`src/rtl/bus_arbiter.sv`:
```
// Two-master round-robin bus arbiter.
// Grants the shared bus to one master at a time and holds the grant until that
// master reports done or withdraws its request. A one-cycle RELEASE state sits
// between owners. An owner that holds the bus for TIMEOUT_CYCLES cycles without
// done is aborted.
// Ports:
//   clk            system clock, rising edge
//   reset          asynchronous active-high reset
//   m1_req/m2_req  bus requests from master 1 / master 2
//   m1_done/m2_done transaction complete, honoured only from the granted master
//   m1_grant/m2_grant registered one-hot (or zero) grants
//   m_sel          bus mux select, 0 = master 1, 1 = master 2
//   bus_busy       high whenever either grant is high
//   timeout_abort  one-cycle pulse during RELEASE; bit0 = m1, bit1 = m2
module bus_arbiter #(
  parameter int unsigned TIMEOUT_CYCLES = 255
) (
  input  logic       clk,
  input  logic       reset,
  input  logic       m1_req,
  input  logic       m2_req,
  input  logic       m1_done,
  input  logic       m2_done,
  output logic       m1_grant,
  output logic       m2_grant,
  output logic       m_sel,
  output logic       bus_busy,
  output logic [1:0] timeout_abort
);

  localparam int unsigned CNT_W = 16;
  localparam logic [CNT_W-1:0] CNT_LAST = CNT_W'(TIMEOUT_CYCLES - 1);

  typedef enum logic [1:0] {
    IDLE     = 2'd0,
    GRANT_M1 = 2'd1,
    GRANT_M2 = 2'd2,
    RELEASE  = 2'd3
  } state_t;

  state_t           state, state_next;
  logic [CNT_W-1:0] cnt, cnt_next;
  logic             last_m2, last_m2_next;   // 1 = master 2 owned the bus last
  logic             m_sel_next;
  logic [1:0]       abort_next;

  // State, counter and registered outputs; outputs are decoded from next state
  // so they line up with the state they describe without any input-to-output path.
  always_ff @(posedge clk or posedge reset) begin
    if (reset) begin
      state         <= IDLE;
      cnt           <= '0;
      last_m2       <= 1'b1;
      m1_grant      <= 1'b0;
      m2_grant      <= 1'b0;
      bus_busy      <= 1'b0;
      m_sel         <= 1'b0;
      timeout_abort <= 2'b00;
    end else begin
      state         <= state_next;
      cnt           <= cnt_next;
      last_m2       <= last_m2_next;
      m1_grant      <= (state_next == GRANT_M1);
      m2_grant      <= (state_next == GRANT_M2);
      bus_busy      <= (state_next == GRANT_M1) || (state_next == GRANT_M2);
      m_sel         <= m_sel_next;
      timeout_abort <= abort_next;
    end
  end

  // Next-state, counter and output decode.
  always_comb begin
    state_next   = state;
    cnt_next     = cnt;
    last_m2_next = last_m2;
    m_sel_next   = m_sel;
    abort_next   = 2'b00;
    case (state)
      IDLE: begin
        cnt_next = '0;
        if (m1_req && (!m2_req || last_m2)) begin
          state_next = GRANT_M1;
          m_sel_next = 1'b0;
        end else if (m2_req) begin
          state_next = GRANT_M2;
          m_sel_next = 1'b1;
        end
      end
      GRANT_M1: begin
        // Done (or withdrawal) takes priority over a coincident timeout.
        if (m1_done || !m1_req) begin
          state_next   = RELEASE;
          last_m2_next = 1'b0;
        end else if (cnt == CNT_LAST) begin
          state_next   = RELEASE;
          last_m2_next = 1'b0;
          abort_next   = 2'b01;
        end else begin
          cnt_next = cnt + CNT_W'(1);
        end
      end
      GRANT_M2: begin
        if (m2_done || !m2_req) begin
          state_next   = RELEASE;
          last_m2_next = 1'b1;
        end else if (cnt == CNT_LAST) begin
          state_next   = RELEASE;
          last_m2_next = 1'b1;
          abort_next   = 2'b10;
        end else begin
          cnt_next = cnt + CNT_W'(1);
        end
      end
      RELEASE: begin
        cnt_next   = '0;
        state_next = IDLE;
      end
      default: begin
        state_next = IDLE;
        cnt_next   = '0;
      end
    endcase
  end

endmodule

```
`config.mk`:
```
export PLATFORM = sky130hd
export DESIGN_NAME = bus_arbiter
export DESIGN_NICKNAME = d
export VERILOG_FILES = /design/src/rtl/bus_arbiter.sv
export SDC_FILE = /design/constraint.sdc
export NUM_CORES = 1
export LEC_CHECK = 0
export BUFFER_PORTS_ARGS = -buffer_cell sky130_fd_sc_hd__buf_2
export CAP_MARGIN = 15
export CORE_UTILIZATION = 59
export CTS_CLUSTER_DIAMETER = 50
export DETAILED_ROUTE_END_ITERATION = 6
export PLACE_DENSITY = 0.8
export SYNTH_ARGS = -nofsm -noshare
export SYNTH_HDL_FRONTEND = slang
export SYNTH_SLANG_ARGS = --single-unit
```
`constraint.sdc`:
```
create_clock -name clk -period 2.65 [get_ports clk]
set_input_delay 0.53 -clock clk [delete_from_list [all_inputs] [get_ports clk]]
set_output_delay 0.53 -clock clk [all_outputs]
set_load 0.05 [all_outputs]
```
== Yosys cells after proc, flatten, opt, wreduce, memory -nomap -nowiden ==
Cells that the tools add are included.

* Flip-flop bits (word level): 25
* Input port bits: 6
* Output and inout bits: 6
* Word-level logic and storage cells: 55

* Add/sub/neg operators: 1
* Equality and inequality tests: 10
* Muxes and demuxes: 22
* Reductions and logical operators: 14

{| class="wikitable"
|+ Operators with widths
! cell !! count
|-
| $mux W16 || 3
|-
| $pmux W16 S3 || 1
|-
| $add A16 B1 Y16 const B || 1
|-
| $eq A16 B8 Y1 const B || 1
|-
| $mux W2 || 7
|-
| $mux W1 || 8
|-
| $pmux W2 S4 || 1
|-
| $eq A2 B2 Y1 const B || 3
|-
| $ne A3 B3 Y1 const B || 2
|-
| $eq A2 B1 Y1 const B || 2
|-
| $logic_or A1 B1 Y1 || 4
|-
| $ne A2 B2 Y1 const B || 2
|-
| $pmux W2 S2 || 1
|-
| $reduce_and A2 Y1 || 2
|-
| $reduce_bool A2 Y1 || 2
|-
| $reduce_and A3 Y1 || 1
|-
| $logic_not A1 Y1 || 2
|-
| $logic_not A2 Y1 || 1
|-
| $pmux W1 S2 || 1
|-
| $reduce_or A2 Y1 || 1
|-
| $logic_and A1 B1 Y1 || 1
|}

== Longest topological paths before layout ==
Gate-level depths: netlist of run 1.

* Word-level depth: 7
* Gate-level depth with buffers: 8

== Least setup slack after synthesis of run 1 ==
Ideal clock, no wire load.

* Kind: flip-flop to flip-flop
* Start: reg cnt[0]
* End: reg bus_busy
* Setup time: 113 ps
* Data arrival time: 1909 ps
* Path slack: 628 ps
* Stages on the path, launching flop included: 8
* Clock period less this slack: 2022 ps
* Cell sequence: dfrtp_1 > inv_1 > ha_1 > or4b_4 > nor4_2 > o21bai_1 > ha_1 > inv_1

* Cells in the longest elaborated chain, start to end: 6

{| class="wikitable"
|+ RTL lines
! item !! RTL line !! text
|-
| start: declaration || 42 || <nowiki>logic [CNT_W-1:0] cnt, cnt_next;</nowiki>
|-
| start signal: assignment || 61 || <nowiki>cnt <= cnt_next;</nowiki>
|-
| $eq A16 B8 Y1 (*) || 94, 106 ||
|-
| $mux W2 (*) || 94, 106 ||
|-
| $mux W2 (on tied branches) || 103, 91 ||
|-
| $pmux W2 S4 (*) || 78 || <nowiki>case (state)</nowiki>
|-
| $eq A2 B1 Y1 / $eq A2 B2 Y1 (equally long branches) || 65 || <nowiki>bus_busy <= (state_next == GRANT_M1) || (state_next == GRANT_M2);</nowiki>
|-
| $logic_or A1 B1 Y1 (*) || 65 ||
|-
| end signal: assignment || 65 ||
|-
| end: declaration || 27 || <nowiki>output logic bus_busy,</nowiki>
|}

Every way passes the cells marked *; elsewhere a longest branch is shown, timed or not.
A chain may end at the register's enable or synchronous reset.

== Final worst setup path of run 1 ==
Same ends and word-level chain as after synthesis.

==> results of run 1 <==
-- per-layer routing --
| layer | global-route usage, % | up-vias |
|---|---|---|
| met4 | 14.5 | 0 |
| met3 | 3.48 | 5 |
| met1 | 34.5 | 614 |
| met5 | 0 | - |
| li1 | - | 605 |
| met2 | 45.1 | 19 |
-- synth_stat cells (2+ instances only) --
master and count:
a221o_1 3, dfrtp_1 24, o31ai_1 8, buf_2 2
o41ai_1 2, a22o_1 2, nand3_1 4, nor4_1 7
o21ai_0 2, nand2_1 14, buf_6 2, nor2_1 4
nor2b_1 4, nand4_1 4, a21oi_1 7, or4_1 7
and4_1 4, ha_1 6, inv_1 12, nand2b_1 9
and3_1 2, mux2i_1 8
-- worst max-delay path, cell delays in order, from the launching register on --
cell and delay [ns]:
dfrtp_1 0.46, inv_1 0.09, ha_1 0.15, or4b_4 0.49, nor4_2 0.46, o21bai_1 0.23
ha_1 0.33, inv_1 0.04
-- flip-flops by register name, indices dropped and copies added (netlist names) --
signal / count
cnt: 16
state: 2
timeout_abort: 2
bus_busy: 1
last_m2: 1
m1_grant: 1
m2_grant: 1
m_sel: 1
-- per-stage QoR --
stage,util (%),setup slack [ns],cells,instance area [um2],power [uW]
CTS,65.7,0.323,196,1610,1480
global placement,64.5,0.425,192,1580,1250
global route,65.7,0.181,196,1610,1600
floorplan,-,0.628,155,1520,1130
detailed placement,64.5,0.358,192,1580,1280
finish,65.7,0.317,196,1610,1460
-- logic make-up (layout without fill, tap and decap cells) --
kind of cell,count (synthesis),after routing,synth area share [%]
AND/OR/NAND/NOR,71,71,29.8
adder cells (fa/ha/maj),6,6,4.94
buffers and inverters,17,28,5.35
multiplexers,8,8,5.27
flip-flops,25,25,41.3
AO/OA/AOI/OAI,28,28,13.3
-- cells in the final DEF (no fill, tap or decap), types with 4 or more instances in the layout --
cell type  instances
and4_1             4
nand3_1            4
a21oi_1            7
mux2i_1            8
o31ai_1            8
ha_1               6
nand4_1            4
nor4_1             7
nor2b_1            4
nand2b_1           9
buf_2             11
inv_1             12
nand2_1           14
dfrtp_1           24
or4_1              7
nor2_1             4
-- worst paths after layout --
path	cells after the start	startpoint	end	slack, ns
max	7	cnt[0]$_DFFE_PP0P_	bus_busy$_DFF_PP0_	0.32
min	2	reset	timeout_abort[0]$_DFF_PP0_	0.35
max reg2reg	7	cnt[0]$_DFFE_PP0P_	bus_busy$_DFF_PP0_	0.32
min reg2reg	1	m_sel$_DFFE_PP0P_	m_sel$_DFFE_PP0P_	0.52
max in group asynchronous	2	reset	cnt[13]$_DFFE_PP0P_	1.73
min in group clk	3	m2_done	timeout_abort[1]$_DFF_PP0_	0.52
-- power breakdown --
part           switching [uW]  internal (uW)
registers                62.6            463
clock network             131           61.8
logic                     500            245
total                     694            770
-- area by class of cell --
cell class / instances / area (um2)
Fill cell: 212 / 841
Clock buffer: 3 / 22.5
Inverter: 12 / 45.0
Timing Repair Buffer: 12 / 62.6
Clock inverter: 1 / 8.76
Sequential cell: 25 / 627
Multi-Input combinational cell: 113 / 811
Tap cell: 30 / 37.5
==> out/results.tsv, run 1 <==
metric	value	unit
rsz0062_at_grt	no	
cts.sinks	25	
dieHeight	52.7	um
maxSlewViolCount	0	
ys_ff_latch	25	
drv_cap	0	
p_leak	0.000682	uW
tightestPinTransition	0.911	ns
nets	179	
fin_crit_sh	88.0	%
drc	0	
floorplan.initialDensity	61.9	%
die_area	2780	um2
cts_max_level	1	
synth.area.top_cells	dfrtp_1 (40%), mux2i_1 (5.3%), ha_1 (4.9%)	
synthFlopType	dfrtp_1	
maxSlewHeadroom	39.2	%
dr.first_iter.drc_count	36	
syn_inst	155	
avgSynthCellArea	9.80	um2
antenna_found_initial	0	
cts_buffer_depth	2	
hpwl	2.15	mm
crit_type	flop to flop	
yosys_warnings	0	
top_layer_used	met4	
startpoint_type	flop	
grt_pass1_wl	5.42	mm
cts-resized-gates	0	
wire_per_inst	15.2	um
seq_area_frac_synth	41.3	%
synth_top_area_cell	dfrtp_1	
finalClockSkew	0.0178	ns
async_flop_share	100	%
root_buffer	clkbuf_4	
grt_usage	27.4	%
p_per_area	907	nW/um2
synth.distinct_cells	40	
min_path_type	primary input to async pin	
hold_viol_final	0	
dr_total_vias	1243	
place_congestion	0.844	
end_kind	flop	
hold_slack	0.346	ns
setup_viol	0	
cts_hold_buf	0	
avgViaCountPerCell	6.34	
worstPathArrival	2.60	ns
die_w	52.7	um
drtAntennaViolNets	0	
numCtsBuffers	3	
met2_length	1.49	mm
io_buffer_count	11	
antenna_cells	0	
fin_setup_tns	0	ns
core	2450	um2
routed_wl	2.98	mm
grt_pass1_vias	1242	
synth_edf_count	0	
irDropWorstVdd	1.25	mV
status	finished, final reports clean	
wl_met3	79	um
grt_start_max_net_pins	26	
cts_setup_buffers	0	
clk_latency	0.35	ns
drive_above_1_share	13.3	%
overflow	0	
synth_area	1520	um2
fmax	0.429	GHz
period_minus_slack	2.33	ns
clkTransAtPathRegs	0.16	ns
synth_fp_nets	167	
area_growth	6.26	%
boundaryPins	12	
cts_tree	built	
critPathMaxFanout	6	
worstPathRequired	2.92	ns
rows	18	
first_pass_iters	4	
synth_top_area_share	39.5	%
met1_length	1.35	mm
(Power assumes the default switching activity.)
==> run 2: changes to the inputs <==
- ABC_AREA: default -> 1
- PLACE_DENSITY: 0.8 -> 0.79
==> run 2 against run 1 <==
  * Clock skew fell by 0.0023 ns
  * Non-clock buffer count rose by 2
  * Clock-buffer cell count did not move
  * Cell area rose by 10%
  * Sequential power barely moved
  * Setup slack improved by 0.51 ns
  * Critical path depth rose by 2
  * Sequential cell count did not move
  * Fmax rose by 28%
  * Cell count rose by 37%
  * First-iteration DRC count rose by 110%
  * Largest power group unchanged
  * Synthesized cell count rose by 45%
  * Critical path type unchanged
==> out/results.tsv, run 2 <==
metric	value	unit
dr.first_iter.drc_count	75	
drtAntennaViolNets	0	
cts-resized-gates	0	
use_met1	33.4	%
cts_setup_buffers	0	
cts_tree	built	
synth_edf_count	0	
fin_crit_sh	68.7	%
nets	251	
crit_type	flop to flop	
status	finished, final reports clean	
synth_top_area_cell	dfrtp_1	
setup_ws	0.830	ns
synth_top_area_share	36.0	%
hold_viol_final	0	
critPathMostFrequentCell	nand2_1	
max_flop_register	cnt	
p_sw	746	uW
switching_share	49.2	%
wire_per_inst	12.2	um
first_pass_iters	4	
rows	18	
seq_area_frac_synth	37.5	%
dr_total_vias	1454	
worstPathArrival	2.10	ns
die_w	55.2	um
cts.sinks	25	
yosys_warnings	0	
tightestPinTransition	0.467	ns
avgViaCountPerCell	5.43	
clk_latency	0.33	ns
core	2570	um2
rsz0062_at_grt	no	
floorplan.initialDensity	65.1	%
maxSlewHeadroom	68.7	%
cp.buffers_inverters	2	
place_congestion	0.849	
min_path_type	primary input to async pin	
cp_slowest_cell	dfrtp_1	
avgSynthCellArea	7.42	um2
setup_viol	0	
synth.area.top_cells	dfrtp_1 (36%), nand2_1 (13%), o21ai_2 (7.3%)	
synthFlopType	dfrtp_1	
grt_start_max_net_pins	26	
r2r-start	cnt[0]$_DFFE_PP0P_	
synth_commonest_cells	nand2_1 (60), inv_1 (31), nor2_1 (25)	
irDropWorstVdd	0.931	mV
synth_most_common_cell	nand2_1	
hpwl	2.40	mm
internal-power	771	uW
fin_setup_tns	0	ns
end_kind	flop	
boundaryPins	12	
clkPwrFrac	11.8	%
final_common_cell	nand2_1	
grt_usage	24.1	%
ys_ff_latch	25	
drv_cap	0	
critical_path.cell_chain	inv_1 -> ha_1 -> nand2_1 -> nor2_2 -> nand2_2 -> o21ai_4 -> buf_12 -> nand2_1 -> o21ai_2	
grt_pass1_vias	1406	
p_per_area	855	nW/um2
area_growth	6.29	%
die_area	3050	um2
p_leak	0.000875	uW
clkTransAtPathRegs	0.15	ns
worstPathRequired	2.93	ns
synth.distinct_cells	25	
p_seq_share	34.5	%
antenna_cells	0	
final_cell_mix	nand2_1 (60), inv_1 (31), nor2_1 (25), dfrtp_1 (24), nand3_1 (23)	
grt-busiest-layer	met2	
finalClockSkew	0.0155	ns
reg_top3	cnt (16), state (2), timeout_abort (2)	
fmax	0.549	GHz
crit_start	cnt[0]$_DFFE_PP0P_	
io_buffer_count	11	
dieHeight	55.2	um
critPathTopFamily	flip-flops	
period_minus_slack	1.82	ns
async_flop_share	100	%
routed_wl	3.26	mm
drive_above_1_share	18.1	%
startpoint_type	flop	
pre_cts_slack	0.856	ns
fin_cells	268	
p_comb_share	53.6	%
numCtsBuffers	3	
cts_max_level	1	
syn_inst	225	
antenna_found_initial	0	
cts_buffer_depth	2	
use_met3	3.98	%
maxSlewViolCount	0	
largest_reg_flops	16	
drc	0	
cts_hold_buf	0	
synth_fp_nets	237	
critPathMaxFanout	18	
slowest_delay	0.48	ns
grt_pass1_wl	5.98	mm
met2_usage	38.7	%
root_buffer	clkbuf_4	
dp.cells	264	
overflow	0	
synth_area	1670	um2
[run 2: cell count changes in the layout (fill, tap and decap cells not counted), sizes merged, moves of 8 or more]
cell    before  now
nor2         4   27
nand2       14   64
nand2b       9    0
nand3        4   23
mux2i        8    0
or4          8    0
nor4         9    0
inv         13   32
o31ai        8    0
o21ai        2   20
[run 2: layout make-up]
type | instances | area [um2]
inverter | 32 | 120
timing repair buffer | 14 | 90.1
tap | 30 | 37.5
clock buffer | 3 | 22.5
clock inverter | 1 | 7.51
multi-input combinational | 163 | 871
fill | 198 | 792
sequential | 25 | 627
[run 2: metrics by stage]
stage / cell area [um2] / util [%] / hold WS, ns / total power (uW)
4_1_cts: 1780 / 69.2 / 0.233 / 1520
3_3_place_gp: 1750 / 68.0 / 0.452 / 1310
2_1_floorplan: 1670 / - / 0.440 / 1200
5_1_grt: 1780 / 69.2 / 0.268 / 1640
3_5_place_dp: 1750 / 68.0 / 0.459 / 1340
6_report: 1780 / 69.2 / 0.213 / 1520
[run 2: logic make-up after synthesis]
family                   after synthesis  synth area share, %
AO/OA/AOI/OAI                         29                 13.3
XOR/XNOR                               4                 2.10
adder cells (fa/ha/maj)                6                 4.49
buffers and inverters                 37                 10.3
flip-flops                            25                 37.5
AND/OR/NAND/NOR                      124                 32.3
[run 2: per-layer routing]
layer / wire (um) / part of all wire [%]
met1: 1520 / 47
met2: 1550 / 48
met3: 151 / 4.6
met4: 35 / 1.1
met5: 0 / 0
[run 2: power by group through the flow]
stage | clock [uW] | sequential, uW | combinational, uW
finish | 180 | 524 | 814
floorplan | 0 | 609 | 594
detailed placement | 0 | 529 | 812
global placement | 0 | 529 | 780
global route | 201 | 534 | 902
CTS | 181 | 522 | 814
[run 2: final timing paths]
kind                                              end  slack [ns]  depth (start not counted)
min reg2reg                       last_m2$_DFFE_PP1P_        0.48                          2
max                               cnt[14]$_DFFE_PP0P_        0.83                          9
max reg2reg                       cnt[14]$_DFFE_PP0P_        0.83                          9
max in group asynchronous         last_m2$_DFFE_PP1P_        2.15                          3
min                               cnt[14]$_DFFE_PP0P_        0.21                          3
min in group clk           timeout_abort[1]$_DFF_PP0_        0.45                          4
[run 2: worst reg2reg max path: stages (launching register included)]
cell and delay [ns]:
dfrtp_1 0.48, inv_1 0.10, ha_1 0.14, nand2_1 0.06, nor2_2 0.14, nand2_2 0.10
o21ai_4 0.40, buf_12 0.22, nand2_1 0.09, o21ai_2 0.06
==> run 3: changes to the inputs <==
- CORE_UTILIZATION: 59 -> 54
- PLACE_DENSITY: 0.79 -> 0.76
- clock period: 2.65 -> 1.5 ns (I/O delays scaled with it)
==> run 3 against run 2 <==
  * The run now ends with design-rule violations, negative setup slack left
  * Non-clock buffer count increased by 40
  * First-iteration DRC count increased by 1.3%
  * Setup slack got worse by 0.90 ns
  * Largest power group unchanged
  * Critical endpoint is now bus_busy$_DFF_PP0_
  * Sequential share of layout area decreased by 8.0 points
  * Register-to-register slack got worse by 0.90 ns
  * Highest routed layer unchanged
  * Cell count increased by 15%
  * Via count increased by 13%
  * Power increased to 2.6 times the previous value
  * Sequential power increased by 75%
  * Die area increased by 8.9%
==> out/results.tsv, run 3 (synthesis gave the netlist of run 2 again) <==
metric	value	unit
worst-r2r-cell-count	9	
tightestPinTransition	0.383	ns
critPathMaxFanout	4	
first_pass_iters	6	
max_flop_register	cnt	
die_area	3320	um2
dr.first_iter.drc_count	76	
final_cell_mix	nand2_1 (43), buf_4 (33), inv_1 (25), dfrtp_1 (23), nand3_1 (22)	
drv_cap	0	
overflow	0	
placed_cell_area	1990	um2
fmax	0.635	GHz
p_leak	0.00114	uW
largest_reg_flops	16	
place_congestion	0.881	
min_path_type	primary input to flop	
routed_wl	4.55	mm
worstPathRequired	1.74	ns
boundaryPins	12	
drc	2	
fillers	185	
drive_above_1_share	42.4	%
startpoint_type	flop	
floorplan.initialDensity	58.6	%
antenna_found_initial	0	
hold_depth	4	
maxSlewViolCount	0	
end_kind	flop	
wire_per_inst	14.7	um
die_w	57.6	um
grt_usage	26.0	%
clk_latency	0.32	ns
status	finished, violations left	
cts.sinks	25	
p_total	3990	uW
dr_total_vias	1637	
setup_ws	-0.0741	ns
numCtsBuffers	3	
io_buffer_count	11	
fin_area	2300	um2
fin_setup_tns	-0.875	ns
cts_max_level	1	
seq_area	628	um2
rows	19	
crit_type	flop to flop	
grt_pass1_wl	6.44	mm
avgViaCountPerCell	5.30	
antenna_cells	0	
critical_path.cell_chain	inv_2 -> ha_1 -> inv_2 -> o211ai_1 -> inv_1 -> nand2_2 -> nand2_4 -> ha_4 -> inv_1	
irDropWorstVdd	1.96	mV
fin_crit_sh	105	%
grt_start_max_net_pins	26	
finalClockSkew	0.00283	ns
worstPathArrival	1.81	ns
slowest_delay	0.46	ns
cts_tree	built	
p_per_area	1740	nW/um2
cp_slowest_cell	dfrtp_1	
setup_viol	19	
area_growth	37.7	%
dieHeight	57.6	um
cts_buffer_depth	2	
period_minus_slack	1.57	ns
clkTransAtPathRegs	0.13	ns
violations	design-rule violations, negative setup slack	
hpwl	2.93	mm
rsz0062_at_grt	yes	
grt_pass1_vias	1422	
core	2850	um2
maxSlewHeadroom	74.2	%
multi_input_area	1020	um2
hold_viol_final	0	
final_common_cell	nand2_1	
nets	291	
drtAntennaViolNets	0	
root_buffer	clkbuf_4	
reg_top3	cnt (16), state (2), timeout_abort (2)	
pre_cts_slack	-0.120	ns
run 3: cell types whose count changed in the layout (fill, tap and decap cells not counted), moves of 5 or more:
cell,previous run,this run
nand2_4,0,5
inv_2,1,7
nand2_1,60,43
nand2_2,4,16
buf_4,2,33
inv_1,31,25
run 3: power breakdown:
group	internal (uW)	switching (uW)	total (uW)
clock network	100	205	305
registers	822	94.0	916
logic	1260	1500	2770
total	2190	1800	3990
run 3: per-layer routing:
metal  wire length [um]  track usage [%]  part of all wire (%)  up-vias
met3                218             6.47                   4.8        4
li1                   -                -                     -      824
met1               1940             35.8                    43      771
met5                  0                0                     0        -
met4                 38             5.23                  0.84        0
met2               2350             42.2                    52       38
run 3: repair_timing:
item                       CTS  global route
setup buffers                2             4
gates resized for setup      4            52
hold endpoints to repair    14             0
gates cloned                 0             2
hold buffers                 1             0
pin swaps                    1            11
setup endpoints to repair   18            19
run 3: final timing paths:
path	startpoint	end	slack [ns]
max	state[1]$_DFF_PP0_	bus_busy$_DFF_PP0_	-0.07
min	m2_done	timeout_abort[1]$_DFF_PP0_	0.23
max reg2reg	state[1]$_DFF_PP0_	bus_busy$_DFF_PP0_	-0.07
min reg2reg	last_m2$_DFFE_PP1P_	last_m2$_DFFE_PP1P_	0.48
max in group asynchronous	reset	last_m2$_DFFE_PP1P_	0.64
min in group asynchronous	reset	m1_grant$_DFF_PP0_	0.56
run 3: critical path: cells and delay by family (launching register included):
kind	cells	cell delay, ns
flip-flops	1	0.46
adder cells (fa/ha/maj)	2	0.43
buffers and inverters	4	0.28
AO/OA/AOI/OAI	1	0.17
AND/OR/NAND/NOR	2	0.15
run 3: area by class of cell:
class,instances,share of cell area [%]
Sequential cell,25,27.3
Multi-Input combinational cell,163,44.3
Inverter,32,5.22
Timing Repair Buffer,54,20.2
Clock inverter,1,0.218
Tap cell,31,1.69
Clock buffer,3,0.979
run 3: stage by stage:
| step | utilization [%] | instances | hold WS [ns] |
|---|---|---|---|
| 2_1_floorplan | - | 225 | 0.327 |
| 3_3_place_gp | 69.6 | 297 | 0.362 |
| 3_5_place_dp | 69.6 | 297 | 0.369 |
| 4_1_cts | 72.4 | 304 | 0.224 |
| 5_1_grt | 80.6 | 309 | 0.246 |
| 6_report | 80.6 | 309 | 0.228 |
